File: src/rtl/reg_alu_pkg.sv
// Shared types and constants for the register/ALU bus responder (reg_alu_core).
// Opcode and write-handshake enums, flag bit positions, default widths.
package reg_alu_pkg;

    localparam int DATA_W_DEFAULT = 8;
    localparam int FLAG_W_DEFAULT = 4;

    // Flag register layout {Z,C,N,V}, bit 3 down to bit 0.
    localparam int FLAG_Z = 3;
    localparam int FLAG_C = 2;
    localparam int FLAG_N = 1;
    localparam int FLAG_V = 0;

    typedef enum logic [3:0] {
        OP_ADD  = 4'h0,
        OP_SUB  = 4'h1,
        OP_AND  = 4'h2,
        OP_OR   = 4'h3,
        OP_XOR  = 4'h4,
        OP_NOT  = 4'h5,
        OP_SHL  = 4'h6,
        OP_SHR  = 4'h7,
        OP_ROL  = 4'h8,
        OP_ROR  = 4'h9,
        OP_INC  = 4'hA,
        OP_DEC  = 4'hB,
        OP_PASA = 4'hC,
        OP_PASB = 4'hD,
        OP_NEG  = 4'hE,
        OP_CMP  = 4'hF
    } alu_op_e;

    typedef enum logic [1:0] {
        IDLE      = 2'd0,
        CAPTURE   = 2'd1,
        WAIT_HIGH = 2'd2
    } wr_state_e;

    function automatic logic [7:0] sat_add8(input logic [7:0] cnt, input logic [1:0] inc);
        logic [8:0] sum;
        sum = {1'b0, cnt} + {7'b0, inc};
        return sum[8] ? 8'hFF : sum[7:0];
    endfunction

endpackage

File: src/rtl/reg_alu_unit.sv
// Combinational 16-op ALU: result and next {Z,C,N,V} from A, B, carry-in and opcode.
// Every arithmetic op runs through one adder; subtracts add the inverted operand.
module reg_alu_unit
    import reg_alu_pkg::*;
#(
    parameter int W = DATA_W_DEFAULT
) (
    input  logic [W-1:0]              a_i,
    input  logic [W-1:0]              b_i,
    input  logic                      cin_i,
    input  alu_op_e                   op_i,
    output logic [W-1:0]              r_o,
    output logic [FLAG_W_DEFAULT-1:0] flags_o
);

    logic [W-1:0] add_x;
    logic [W-1:0] add_y;
    logic         add_c;
    logic         arith;
    logic [W:0]   sum;
    logic [W-1:0] res;
    logic         c_flag;
    logic         v_flag;

    always_comb begin
        add_x  = '0;
        add_y  = '0;
        add_c  = 1'b0;
        arith  = 1'b0;
        res    = a_i;
        c_flag = 1'b0;
        v_flag = 1'b0;
        // Carry out of x + ~y + 1 is the NOT-borrow of x - y.
        unique case (op_i)
            OP_ADD:  begin add_x = a_i; add_y = b_i;     add_c = cin_i;  arith = 1'b1; end
            OP_SUB:  begin add_x = a_i; add_y = ~b_i;    add_c = ~cin_i; arith = 1'b1; end
            OP_INC:  begin add_x = a_i; add_y = '0;      add_c = 1'b1;   arith = 1'b1; end
            OP_DEC:  begin add_x = a_i; add_y = '1;      add_c = 1'b0;   arith = 1'b1; end
            OP_NEG:  begin add_x = '0;  add_y = ~a_i;    add_c = 1'b1;   arith = 1'b1; end
            OP_CMP:  begin add_x = a_i; add_y = ~b_i;    add_c = 1'b1;   arith = 1'b1; end
            OP_AND:  res = a_i & b_i;
            OP_OR:   res = a_i | b_i;
            OP_XOR:  res = a_i ^ b_i;
            OP_NOT:  res = ~a_i;
            OP_SHL:  begin res = {a_i[W-2:0], 1'b0};  c_flag = a_i[W-1]; end
            OP_SHR:  begin res = {1'b0, a_i[W-1:1]};  c_flag = a_i[0];   end
            OP_ROL:  begin res = {a_i[W-2:0], cin_i}; c_flag = a_i[W-1]; end
            OP_ROR:  begin res = {cin_i, a_i[W-1:1]}; c_flag = a_i[0];   end
            OP_PASA: res = a_i;
            OP_PASB: res = b_i;
            default: res = a_i;
        endcase
        sum = {1'b0, add_x} + {1'b0, add_y} + {{W{1'b0}}, add_c};
        if (arith) begin
            res    = sum[W-1:0];
            c_flag = sum[W];
            v_flag = (add_x[W-1] == add_y[W-1]) && (sum[W-1] != add_x[W-1]);
        end
    end

    assign r_o             = res;
    assign flags_o[FLAG_Z] = (res == '0);
    assign flags_o[FLAG_C] = c_flag;
    assign flags_o[FLAG_N] = res[W-1];
    assign flags_o[FLAG_V] = v_flag;

endmodule

File: src/rtl/reg_alu_core.sv
// Register/ALU bus responder: operand registers A/B with strobe-driven write FSMs,
// ALU drive onto a split databus, flag capture, sticky contention error.
// Build option REG_ALU_CORE_STATS_EN adds saturating write/read/flag-capture counters.
module reg_alu_core
    import reg_alu_pkg::*;
#(
    parameter int DATA_W = DATA_W_DEFAULT,
    parameter int FLAG_W = FLAG_W_DEFAULT
) (
    input  logic              i_pld_clk,
    input  logic              i_pld_rst,
    input  logic [DATA_W-1:0] i_databus,
    output logic [DATA_W-1:0] o_databus,
    output logic              o_databus_oe,
    input  logic              i_a_wrtn,
    input  logic              i_b_wrtn,
    input  logic              i_a_rdn,
    input  logic              i_b_rdn,
    input  logic [3:0]        i_alu_opcode,
    input  logic              i_cin,
    input  logic              i_alu_sel,
    input  logic              i_alu_flag_sel,
    output logic [FLAG_W-1:0] o_flags,
    output logic              o_bus_err,
`ifdef REG_ALU_CORE_STATS_EN
    output logic [7:0]        o_wr_cnt,
    output logic [7:0]        o_rd_cnt,
    output logic [7:0]        o_alu_cnt,
`endif
    output logic [3:0]        o_wr_state_dbg
);

    logic [1:0]             wrtn;
    logic [1:0]             cap;
    logic [1:0][DATA_W-1:0] reg_all;
    logic [1:0][1:0]        state_all;

    assign wrtn = {i_b_wrtn, i_a_wrtn};

    // Index 0 is register A, index 1 is register B; both watch the same bus.
    for (genvar g = 0; g < 2; g++) begin : g_wr
        wr_state_e         state_q;
        logic [DATA_W-1:0] reg_q;

        assign cap[g] = (state_q == IDLE) && !wrtn[g];

        // Reset lands in WAIT_HIGH so a strobe held low through reset is ignored.
        always_ff @(posedge i_pld_clk) begin
            if (i_pld_rst) begin
                state_q <= WAIT_HIGH;
                reg_q   <= '0;
            end else begin
                unique case (state_q)
                    IDLE: if (!wrtn[g]) begin
                        reg_q   <= i_databus;
                        state_q <= CAPTURE;
                    end
                    CAPTURE:   state_q <= WAIT_HIGH;
                    WAIT_HIGH: if (wrtn[g]) state_q <= IDLE;
                    default:   state_q <= WAIT_HIGH;
                endcase
            end
        end

        assign reg_all[g]   = reg_q;
        assign state_all[g] = state_q;
    end

    assign o_wr_state_dbg = state_all;

    logic [DATA_W-1:0]         alu_r;
    logic [FLAG_W_DEFAULT-1:0] alu_flags;

    reg_alu_unit #(.W(DATA_W)) u_alu (
        .a_i     (reg_all[0]),
        .b_i     (reg_all[1]),
        .cin_i   (i_cin),
        .op_i    (alu_op_e'(i_alu_opcode)),
        .r_o     (alu_r),
        .flags_o (alu_flags)
    );

    // Zero-latency drive so the initiator can sample on the very next edge.
    always_comb begin
        o_databus_oe = 1'b0;
        o_databus    = '0;
        if (i_alu_sel) begin
            o_databus_oe = 1'b1;
            o_databus    = alu_r;
        end else if (!i_a_rdn) begin
            o_databus_oe = 1'b1;
            o_databus    = reg_all[0];
        end else if (!i_b_rdn) begin
            o_databus_oe = 1'b1;
            o_databus    = reg_all[1];
        end
    end

    logic any_drive;
    logic multi_drive;
    logic contention;

    assign any_drive   = i_alu_sel | ~i_a_rdn | ~i_b_rdn;
    assign multi_drive = (i_alu_sel & ~i_a_rdn) | (i_alu_sel & ~i_b_rdn) | (~i_a_rdn & ~i_b_rdn);
    assign contention  = multi_drive | (any_drive & (~i_a_wrtn | ~i_b_wrtn));

    logic              err_q;
    logic              flag_sel_q;
    logic [FLAG_W-1:0] flags_q;
    logic              flag_cap;

    assign flag_cap = i_alu_flag_sel & ~flag_sel_q;

    // flag_sel history resets high so a select held across reset does not capture.
    always_ff @(posedge i_pld_clk) begin
        if (i_pld_rst) begin
            err_q      <= 1'b0;
            flag_sel_q <= 1'b1;
            flags_q    <= '0;
        end else begin
            flag_sel_q <= i_alu_flag_sel;
            if (contention) err_q <= 1'b1;
            if (flag_cap) flags_q <= alu_flags;
        end
    end

    assign o_flags   = flags_q;
    assign o_bus_err = err_q;

`ifdef REG_ALU_CORE_STATS_EN
    logic [7:0] wr_cnt_q;
    logic [7:0] rd_cnt_q;
    logic [7:0] alu_cnt_q;
    logic [1:0] rdn_q;
    logic [1:0] rd_fall;

    assign rd_fall = rdn_q & ~{i_b_rdn, i_a_rdn};

    always_ff @(posedge i_pld_clk) begin
        if (i_pld_rst) begin
            wr_cnt_q  <= '0;
            rd_cnt_q  <= '0;
            alu_cnt_q <= '0;
            rdn_q     <= 2'b00;
        end else begin
            rdn_q     <= {i_b_rdn, i_a_rdn};
            wr_cnt_q  <= sat_add8(wr_cnt_q, {1'b0, cap[0]} + {1'b0, cap[1]});
            rd_cnt_q  <= sat_add8(rd_cnt_q, {1'b0, rd_fall[0]} + {1'b0, rd_fall[1]});
            alu_cnt_q <= sat_add8(alu_cnt_q, {1'b0, flag_cap});
        end
    end

    assign o_wr_cnt  = wr_cnt_q;
    assign o_rd_cnt  = rd_cnt_q;
    assign o_alu_cnt = alu_cnt_q;
`endif

endmodule

File: config.mk
export PLATFORM = sky130hd
export DESIGN_NAME = reg_alu_core
export DESIGN_NICKNAME = d
export VERILOG_FILES = /design/src/rtl/reg_alu_pkg.sv /design/src/rtl/reg_alu_unit.sv /design/src/rtl/reg_alu_core.sv
export SDC_FILE = /design/constraint.sdc
export NUM_CORES = 1
export LEC_CHECK = 0
export BUFFER_PORTS_ARGS = -buffer_cell sky130_fd_sc_hd__buf_2
export CAP_MARGIN = 10
export CORE_UTILIZATION = 55
export CTS_CLUSTER_SIZE = 12
export DETAILED_ROUTE_END_ITERATION = 12
export PLACE_DENSITY = 0.73
export SYNTH_ARGS = -nofsm -noshare
export SYNTH_HDL_FRONTEND = slang
export SYNTH_HIERARCHICAL = 1
export SYNTH_SLANG_ARGS = --single-unit
File: constraint.sdc
create_clock -name i_pld_clk -period 4.5 [get_ports i_pld_clk]
set_input_delay 0.225 -clock i_pld_clk [delete_from_list [all_inputs] [get_ports i_pld_clk]]
set_output_delay 0.225 -clock i_pld_clk [all_outputs]
set_load 0.02 [all_outputs]
==> impl_metrics.json, run 1 <==
{
  "status": "finished, final reports clean",
  "arrival_ps": 3420,
  "clk_pin_slew_ps": 90,
  "syn2layout_area_growth_pct": 7.25,
  "clock.fmax_mhz": 274,
  "start_util_pct": 58.1,
  "post_cts_buffers": 0,
  "cts_root_buf": "clkbuf_8",
  "portBuffers": 38,
  "dpl.hpwl_microns": 6730,
  "die-area_sq_um": 5760,
  "ys_seq_area_share_pct": 17.3,
  "grt_max_degree": 35,
  "cts_resized": 0,
  "timing_hold_violations_final": 0,
  "pre_cts_slack_ps": 873,
  "n_fill_cell": 469,
  "numCtsBuffers": 3,
  "finalNetCount": 483,
  "worstPathCellList": "buf_2 > inv_1 > nor2_1 > a21oi_1 > o22a_1 > fa_1 > nor2b_1 > o21ai_0 > o211ai_1 > xnor2_1 > a221oi_1 > nand2_1 > o21ai_0 > buf_2",
  "worst_pin_slew_ps": 595,
  "yosysWarnings": 6,
  "hold-worst-slack_ps": 153,
  "dpl_cell_area_sq_um": 3150,
  "period_minus_slack_ps": 3650,
  "dr.pass1.iters": 5,
  "ys_ff_latch": 26,
  "synth_edf_count": 0,
  "finalMaxSlewViolations": 0,
  "power.density_nw_per_um2": 215,
  "antenna_left": 0,
  "busiest_layer": "met2",
  "cp_max_fo": 21,
  "fin_skew_ps": 1.48,
  "diodes": 0,
  "grt.met3_usage_pct": 3.17,
  "crit_type": "in2out",
  "tns_ps": 0,
  "synth_flop_cell": "dfxtp_1",
  "postSynthCellCount": 417,
  "wl_per_cell_microns": 18.1,
  "end_kind": "output port",
  "drv_cap": 0,
  "most-common-layout-cells": "nand2_1 (60), a21oi_1 (45), buf_2 (38), o21ai_0 (28), nor2_1 (27)",
  "postCtsHoldBufs": 0,
  "timing.slew.headroom_pct": 60.3,
  "antenna_found_initial": 0,
  "core.rowCount": 26,
  "critPathLaunchType": "input pin",
  "ios": 39,
  "synthDistinctLibCells": 64,
  "drtIter0Drc": 484,
  "core_area_sq_um": 5170,
  "critPathRequiredTime_ps": 4280,
  "async_reset_ff_share_pct": 0,
  "clk_latency_ps": 260,
  "final_common_cell": "nand2_1",
  "cts_tree": "yes",
  "place_congestion": 1.06,
  "avgSynthCellArea_sq_um": 7.20,
  "clockBufferDepth": 2,
  "finalCritPeriodShare_pct": 81.0,
  "die_width_microns": 75.9,
  "wirelength_microns": 9150,
  "drc": 0,
  "fin_ws_ps": 853,
  "fin_util_pct": 62.3,
  "syn_nets": 463,
  "cts.sinks": 26,
  "vdd_ir_drop_max_v": 0.000245,
  "rsz0062_at_grt": "false",
  "fin_area_sq_um": 3220,
  "overflow": 0,
  "grt_pass1_vias": 2887,
  "slowest_stage": "a221oi_1",
  "die_h_microns": 75.9,
  "grt_usage_pct": 33.8,
  "cpPeakStageDelay_ps": 510,
  "power_leakage_uw": 0.00139,
  "avgViaCountPerCell": 6.37,
  "grt.met2_usage_pct": 54.8,
  "met1_usage_pct": 46.0,
  "grt_pass1_wl_microns": 14600,
  "layout-drive-gt1-share_pct": 14.4,
  "via_count": 3222,
  "hp-class": "in2reg",
  "cts_max_level": 1,
  "setup_viol": 0,
  "syn_area_sq_um": 3000
}
[final timing paths]
kind	startpoint	end	slack (ps)	cells after the start
min reg2reg	o_flags[1]$_SDFFE_PP0P_	o_flags[1]$_SDFFE_PP0P_	490	2
max reg2reg	g_wr[1].reg_q[0]$_SDFFE_PP0P_	o_flags[3]$_SDFFE_PP0P_	1260	15
max	i_alu_opcode[0]	o_databus[5]	850	14
min	i_alu_flag_sel	flag_sel_q$_SDFF_PP1_	150	2
[report_power, final]
part           switching (uW)  leakage, uW  internal (uW)
Combinational             155      0.00114           91.8
Clock                    69.2    0.0000357            119
Sequential               18.5     0.000212            240
Total                     242      0.00139            450
[routing by layer]
layer | up-vias | part of all wire, %
met5 | - | 0
met4 | 0 | 4.0
met3 | 46 | 8.4
met2 | 207 | 45
met1 | 1453 | 42
li1 | 1516 | -
[through the flow]
| stage | std cells | total power (uW) |
|---|---|---|
| 6_report | 506 | 692 |
| 5_1_grt | 506 | 730 |
| 4_1_cts | 506 | 691 |
| 3_5_place_dp | 502 | 502 |
| 3_3_place_gp | 502 | 500 |
| 2_1_floorplan | 417 | 435 |
[layout make-up]
| class | instances | area (sq um) | share of cell area [%] |
|---|---|---|---|
| multi-input cells | 338 | 2220 | 68.8 |
| flip-flops and latches | 26 | 520 | 16.2 |
| repair buffers | 44 | 235 | 7.30 |
| inverters | 24 | 90.1 | 2.80 |
| well taps | 70 | 87.6 | 2.72 |
| clock buffers | 3 | 41.3 | 1.28 |
| clock inverters | 1 | 30.0 | 0.932 |
[cells in the mapped netlist (5+ instances only)]
library cell | instances | area, sq um
a22oi_1 | 5 | 37.5
nand2b_1 | 9 | 56.3
nor2b_1 | 12 | 75.1
o21ai_0 | 28 | 140
buf_2 | 10 | 50.1
a21o_1 | 8 | 60.1
nand2_1 | 60 | 225
and2_1 | 8 | 50.1
buf_4 | 12 | 90.1
xor2_1 | 10 | 87.6
ha_1 | 23 | 288
inv_1 | 22 | 82.6
nor2_1 | 27 | 101
xnor2_1 | 5 | 43.8
a21oi_1 | 45 | 225
o22ai_1 | 12 | 75.1
dfxtp_1 | 26 | 521
mux2i_1 | 15 | 150
[flip-flops by register name, summed over array words and instances (netlist names)]
signal        cells
flag_sel_q        1
g_wr.reg_q       16
g_wr.state_q      4
o_bus_err         1
o_flags           4
[logic make-up (layout without fill, tap and decap cells)]
group | Yosys count | in the layout | share of synthesized area [%]
and+or+nand+nor | 146 | 146 | 24.1
AOI/OAI and AO/OA | 135 | 135 | 28.7
buffers and inverters | 53 | 72 | 8.88
adders and majority gates | 26 | 26 | 11.3
DFF | 26 | 26 | 17.3
muxes | 16 | 16 | 5.37
xor gates and xnor gates | 15 | 15 | 4.37
[worst max-delay path: cells and delay by family]
kind / cells / cell delay, ps
AOI/OAI and AO/OA: 6 / 1270
xor gates and xnor gates: 1 / 120
adders and majority gates: 1 / 420
buffers and inverters: 3 / 760
and+or+nand+nor: 3 / 610
Power figures use the tool's default switching activity.
==> run 2: changes to the inputs <==
--- a/config.mk
+++ b/config.mk
@@ -5,12 +5,13 @@
 export SDC_FILE = /design/constraint.sdc
 export NUM_CORES = 1
 export LEC_CHECK = 0
+export ABC_AREA = 1
 export BUFFER_PORTS_ARGS = -buffer_cell sky130_fd_sc_hd__buf_2
 export CAP_MARGIN = 10
-export CORE_UTILIZATION = 55
+export CORE_UTILIZATION = 53
 export CTS_CLUSTER_SIZE = 12
 export DETAILED_ROUTE_END_ITERATION = 12
-export PLACE_DENSITY = 0.73
+export PLACE_DENSITY = 0.75
 export SYNTH_ARGS = -nofsm -noshare
 export SYNTH_HDL_FRONTEND = slang
 export SYNTH_HIERARCHICAL = 1
==> constraint.sdc (replaced) <==
create_clock -name i_pld_clk -period 3.3 [get_ports i_pld_clk]
set_input_delay 0.165 -clock i_pld_clk [delete_from_list [all_inputs] [get_ports i_pld_clk]]
set_output_delay 0.165 -clock i_pld_clk [all_outputs]
set_load 0.02 [all_outputs]
==> impl_metrics.json, run 2 <==
{
  "yosysMostFrequentCell": "nand2_1",
  "cts.sinks": 26,
  "fin_util_pct": 63.4,
  "grt_max_degree": 25,
  "crit_type": "in2out",
  "avgViaCountPerCell": 5.58,
  "antenna_left": 0,
  "synth_flop_cell": "dfxtp_1",
  "pre_cts_slack_ps": 253,
  "setup_viol": 0,
  "cts_root_buf": "clkbuf_8",
  "finalNetCount": 544,
  "rsz0062_at_grt": "false",
  "multiInputGateArea_sq_um": 1980,
  "numCtsBuffers": 3,
  "timing_hold_violations_final": 0,
  "yosysWarnings": 6,
  "crit_family": "simple AND/OR/NAND/NOR gates",
  "core_area_sq_um": 4820,
  "cts_tree": "yes",
  "overflow": 0,
  "grt_pass1_vias": 2757,
  "clk_pin_slew_ps": 90,
  "synth_edf_count": 0,
  "critPathBufInv": 4,
  "power.density_nw_per_um2": 314,
  "arrival_ps": 2930,
  "cp_max_fo": 10,
  "layout-drive-gt1-share_pct": 15.7,
  "fin_ws_ps": 205,
  "ys_ff_latch": 26,
  "cpPeakStageDelay_ps": 420,
  "yosysTopAreaCell": "dfxtp_1",
  "power_leakage_uw": 0.00154,
  "async_reset_ff_share_pct": 0,
  "timing.slew.headroom_pct": 64.4,
  "top_register": "g_wr.reg_q",
  "grt_usage_pct": 31.9,
  "portBuffers": 38,
  "die_width_microns": 73.7,
  "tns_ps": 0,
  "fin_skew_ps": 3.68,
  "antenna_found_initial": 0,
  "clk_latency_ps": 270,
  "start_util_pct": 56.5,
  "postSynthCellCount": 460,
  "finalMaxSlewViolations": 0,
  "final_common_cell": "nand2_1",
  "finalCritPeriodShare_pct": 93.8,
  "grt_pass1_wl_microns": 13100,
  "stdcell_count": 564,
  "drtIter0Drc": 331,
  "synthTopCellsByArea": "dfxtp_1 (19%), nand2_1 (14%), nor2_1 (12%), ha_1 (11%), a21oi_1 (8.6%)",
  "ys_seq_area_share_pct": 19.1,
  "worstPathCellList": "buf_2 > inv_1 > nand2_1 > nor2_4 > nor3_4 > or2_2 > fa_1 > inv_1 > fa_1 > nand3_1 > nand3_1 > nand3_1 > nand3b_1 > nand3_1 > nand2_1 > nor2_1 > a21oi_1 > buf_2",
  "drc": 0,
  "synth_top_area_share_pct": 19.1,
  "crit_top_cell": "nand3_1",
  "die-area_sq_um": 5430,
  "core.rowCount": 25,
  "n_fill_cell": 497,
  "largest_register_ffs": 16,
  "postCtsHoldBufs": 0,
  "diodes": 0,
  "cts_max_level": 1,
  "slowest_stage": "fa_1",
  "avgSynthCellArea_sq_um": 5.92,
  "placed_cells": 560,
  "status": "finished, final reports clean",
  "die_h_microns": 73.7,
  "period_minus_slack_ps": 3100,
  "synthDistinctLibCells": 31,
  "hp-class": "in2reg",
  "register_area_sq_um": 520,
  "wl_per_cell_microns": 14.5,
  "post_cts_buffers": 0,
  "syn_area_sq_um": 2720,
  "dr.pass1.iters": 5,
  "critPathLaunchType": "input pin",
  "wirelength_microns": 8160,
  "most-common-layout-cells": "nand2_1 (105), nor2_1 (89), a21oi_1 (47), buf_2 (38), nand3_1 (36)",
  "clock.fmax_mhz": 323,
  "critPathRequiredTime_ps": 3130,
  "ios": 39,
  "synthTopCellsByCount": "nand2_1 (105), nor2_1 (89), a21oi_1 (47)",
  "syn2layout_area_growth_pct": 12.1,
  "worst_pin_slew_ps": 533,
  "syn_nets": 506,
  "drv_cap": 0,
  "end_kind": "output port",
  "dpl.hpwl_microns": 6030,
  "place_congestion": 0.922,
  "via_count": 3147,
  "clockBufferDepth": 2,
  "vdd_ir_drop_max_v": 0.000281
}
-- run 2: cell count changes after synthesis, sizes merged, moves of 13 or more --
cell / delta
nor2: +69
buf: -13
nand2: +50
inv: +20
mux2i: -15
nand3: +34
-- run 2: cell families after synthesis --
family,count (synthesis),share of synthesized area [%]
xor+xnor,2,0.643
flops,26,19.1
buf+inv,54,8.50
fa+ha+maj,25,12.0
compound gates,92,17.5
simple gates,261,42.2
-- run 2: power breakdown --
group          total (uW)  leakage, uW  switching (uW)  internal, uW
registers             364     0.000214            31.0           333
clock network         263    0.0000357             101           162
logic                 330      0.00129             218           113
total                 957      0.00154             349           608
-- run 2: area by class of cell --
| type | count | share of cell area (%) |
|---|---|---|
| Clock buffer | 3 | 1.35 |
| Clock inverter | 1 | 0.984 |
| Inverter | 44 | 5.49 |
| Multi-Input combinational cell | 380 | 64.9 |
| Sequential cell | 26 | 17.1 |
| Tap cell | 67 | 2.75 |
| Timing Repair Buffer | 43 | 7.46 |
-- run 2: final timing paths --
kind / start / to / slack, ps / cells after the start
setup / recovery: i_alu_opcode[2] / o_databus[6] / 200 / 18
hold / removal: i_alu_flag_sel / flag_sel_q$_SDFF_PP1_ / 70 / 3
setup reg to reg: g_wr[0].reg_q[0]$_SDFFE_PP0P_ / o_flags[3]$_SDFFE_PP0P_ / 500 / 17
hold reg to reg: g_wr[0].state_q[0]$_SDFFE_PP0P_ / g_wr[0].state_q[1]$_SDFFE_PP1P_ / 480 / 2
-- run 2: metal layers --
metal  GRT usage (%)  wire, microns  vias to the layer above
met2            51.7           3800                      154
met5               0              0                        -
met1            43.7           3570                     1388
met4            13.2            255                        0
li1                -              -                     1583
met3            2.47            536                       22
-- run 2: metrics by stage --
| stage | total power [uW] | instance area, sq um | hold WS (ps) |
|---|---|---|---|
| 2_1_floorplan | 590 | 2720 | 237 |
| 3_3_place_gp | 687 | 2970 | 354 |
| 3_5_place_dp | 692 | 2970 | 355 |
| 4_1_cts | 950 | 3040 | 73.8 |
| 5_1_grt | 1010 | 3050 | 69.5 |
| 6_report | 957 | 3050 | 73.8 |
-- run 2: repair_timing --
| item | in CTS | in global routing |
|---|---|---|
| endpoints found under the hold margin | 0 | 0 |
| resized for setup | 0 | 3 |
| endpoints found under the setup margin | 0 | 2 |
-- run 2: worst reg2reg max path, cell delays in order, from the launching register on --
cell	delay, ps
dfxtp_1	550
inv_1	130
or2_2	330
fa_1	420
inv_1	90
fa_1	210
nand3_1	70
nand3_1	110
nand3_1	110
nand2_1	70
nand2_1	60
nand3_1	70
nand2_1	100
nor2_1	120
nand2_1	70
nor2_1	80
nor2_1	50
nor2_1	100
==> run 3: changes to the inputs <==
--- a/config.mk
+++ b/config.mk
@@ -8,6 +8,7 @@
 export ABC_AREA = 1
 export BUFFER_PORTS_ARGS = -buffer_cell sky130_fd_sc_hd__buf_2
 export CAP_MARGIN = 10
+export CORE_ASPECT_RATIO = 1.75
 export CORE_UTILIZATION = 53
 export CTS_CLUSTER_SIZE = 12
 export DETAILED_ROUTE_END_ITERATION = 12
==> impl_metrics.json, run 3 (same netlist as run 2, synthesis figures left out) <==
{
  "die_h_microns": 96.8,
  "postCtsHoldBufs": 0,
  "timing.slew.headroom_pct": 52.3,
  "worst_pin_slew_ps": 713,
  "power_leakage_uw": 0.00155,
  "crit_cells": 13,
  "numCtsBuffers": 3,
  "grt_max_degree": 25,
  "via_count": 3215,
  "slowest_stage": "dfxtp_1",
  "r2r_slack_ps": 560,
  "reg2reg_to": "o_flags[3]$_SDFFE_PP0P_",
  "clk_pin_slew_ps": 80,
  "ios": 39,
  "dr.pass1.iters": 5,
  "diodes": 0,
  "wirelength_microns": 8820,
  "syn2layout_area_growth_pct": 11.8,
  "worstPathCellList": "o22ai_1 > a221oi_1 > fa_1 > inv_1 > fa_1 > nand3_1 > nand3_1 > or2_2 > nand3_1 > nand2_1 > nor2_1 > a21oi_1 > buf_2",
  "tns_ps": 0,
  "reg2reg_depth": 15,
  "overflow": 0,
  "n_fill_cell": 518,
  "p_sw_uw": 341,
  "fin_skew_ps": 4.01,
  "finalNetCount": 548,
  "place_congestion": 1.02,
  "power.density_nw_per_um2": 295,
  "core_area_sq_um": 4930,
  "cp_max_fo": 7,
  "period_minus_slack_ps": 3010,
  "core.rowCount": 34,
  "cts_max_level": 1,
  "fin_area_sq_um": 3040,
  "crit_type": "reg2out",
  "power.share.sequential_pct": 40.6,
  "grt_usage_pct": 33.7,
  "cts_tree": "yes",
  "cpPeakStageDelay_ps": 510,
  "end_kind": "output port",
  "timing_hold_violations_final": 0,
  "dpl.hpwl_microns": 7000,
  "drc": 0,
  "antenna_found_initial": 0,
  "cts.sinks": 26,
  "drtIter0Drc": 204,
  "switching_share_pct": 38.0,
  "critPathRequiredTime_ps": 3130,
  "antenna_left": 0,
  "clockBufferDepth": 2,
  "portBuffers": 38,
  "die_width_microns": 56.2,
  "cts_root_buf": "clkbuf_8",
  "status": "finished, final reports clean",
  "critPathLaunchType": "flop",
  "top_register": "g_wr.reg_q",
  "arrival_ps": 2850,
  "clock.fmax_mhz": 332,
  "start_util_pct": 55.2,
  "final_common_cell": "nand2_1",
  "clk_latency_ps": 260,
  "drv_cap": 0,
  "most-common-layout-cells": "nand2_1 (105), nor2_1 (89), a21oi_1 (47), buf_2 (38), nand3_1 (36)",
  "vdd_ir_drop_max_v": 0.000427,
  "internal-power_uw": 557,
  "hp-class": "in2reg",
  "cp-startpoint": "g_wr[1].reg_q[0]$_SDFFE_PP0P_",
  "grt_pass1_wl_microns": 14800,
  "wl_per_cell_microns": 15.9,
  "layout-drive-gt1-share_pct": 16.2,
  "clockPowerShare_pct": 21.7,
  "finalCritPeriodShare_pct": 91.3,
  "crit_end": "o_databus[4]",
  "p_comb_share_pct": 37.6,
  "avgViaCountPerCell": 5.79,
  "grt_pass1_vias": 3049,
  "crit_family": "simple AND/OR/NAND/NOR gates",
  "rsz0062_at_grt": "false",
  "die-area_sq_um": 5440,
  "largest_register_ffs": 16,
  "crit_top_cell": "nand3_1",
  "finalMaxSlewViolations": 0,
  "setup_viol": 0,
  "critPathBufInv": 2,
  "hold-worst-slack_ps": 83.4,
  "r2r_start": "g_wr[1].reg_q[0]$_SDFFE_PP0P_",
  "dpl_cell_area_sq_um": 2960
}
-- run 3: changes by cell type in the layout (fill, tap and decap cells not counted) --
cell,change
buf_4,+4
bufinv_16,-1
a221oi_2,-1
clkbuf_8,+1
a221oi_1,+1
-- run 3: worst min path at each step --
stage,slack [ps],cells past startpoint,startpoint,end
floorplan,240,1,i_pld_rst,g_wr[0].state_q[0]$_SDFFE_PP0P_
global placement,350,3,i_alu_flag_sel,flag_sel_q$_SDFF_PP1_
detailed placement,360,3,i_alu_flag_sel,flag_sel_q$_SDFF_PP1_
CTS,90,3,i_alu_flag_sel,flag_sel_q$_SDFF_PP1_
global route,90,3,i_alu_flag_sel,flag_sel_q$_SDFF_PP1_
finish,80,3,i_alu_flag_sel,flag_sel_q$_SDFF_PP1_
-- run 3: power groups by stage --
stage | sequential, uW | clock [uW] | combinational, uW
after CTS | 364 | 199 | 327
final | 365 | 195 | 337
after global placement | 371 | 0 | 319
after detailed placement | 371 | 0 | 325
after floorplan | 368 | 0 | 222
after global routing | 368 | 210 | 377
-- run 3: through the flow --
| stage | setup slack (ps) | power (uW) | util [%] | std cells |
|---|---|---|---|---|
| after CTS | 244 | 890 | 61.1 | 552 |
| after global placement | 307 | 690 | 60.0 | 548 |
| final | 286 | 897 | 61.7 | 555 |
| after floorplan | 597 | 590 | - | 460 |
| after global routing | 57.4 | 955 | 61.7 | 555 |
| after detailed placement | 257 | 697 | 60.0 | 548 |
-- run 3: per-layer routing --
metal / routed length, microns / vias to the layer above / global-route usage (%)
li1: - / 1587 / -
met1: 3300 / 1479 / 35.9
met2: 4690 / 109 / 63.5
met3: 334 / 40 / 2.54
met4: 503 / 0 / 18.0
met5: 0 / - / 0
-- run 3: layout make-up --
type / instances / area [sq um] / share of cell area, %
clock buffers: 4 / 55.1 / 1.81
inverters: 44 / 168 / 5.51
multi-input cells: 380 / 1970 / 64.9
flip-flops and latches: 26 / 520 / 17.1
well taps: 54 / 67.6 / 2.22
repair buffers: 47 / 258 / 8.47
-- run 3: tightest hold or removal path: stages --
cell and delay (ps):
buf_2 80, inv_2 30, nand2_1 40
-- run 3: what timing repair did --
| item | CTS | global route |
|---|---|---|
| gates resized for setup | 0 | 2 |
| setup buffers | 0 | 3 |
| endpoints found under the setup margin | 0 | 2 |
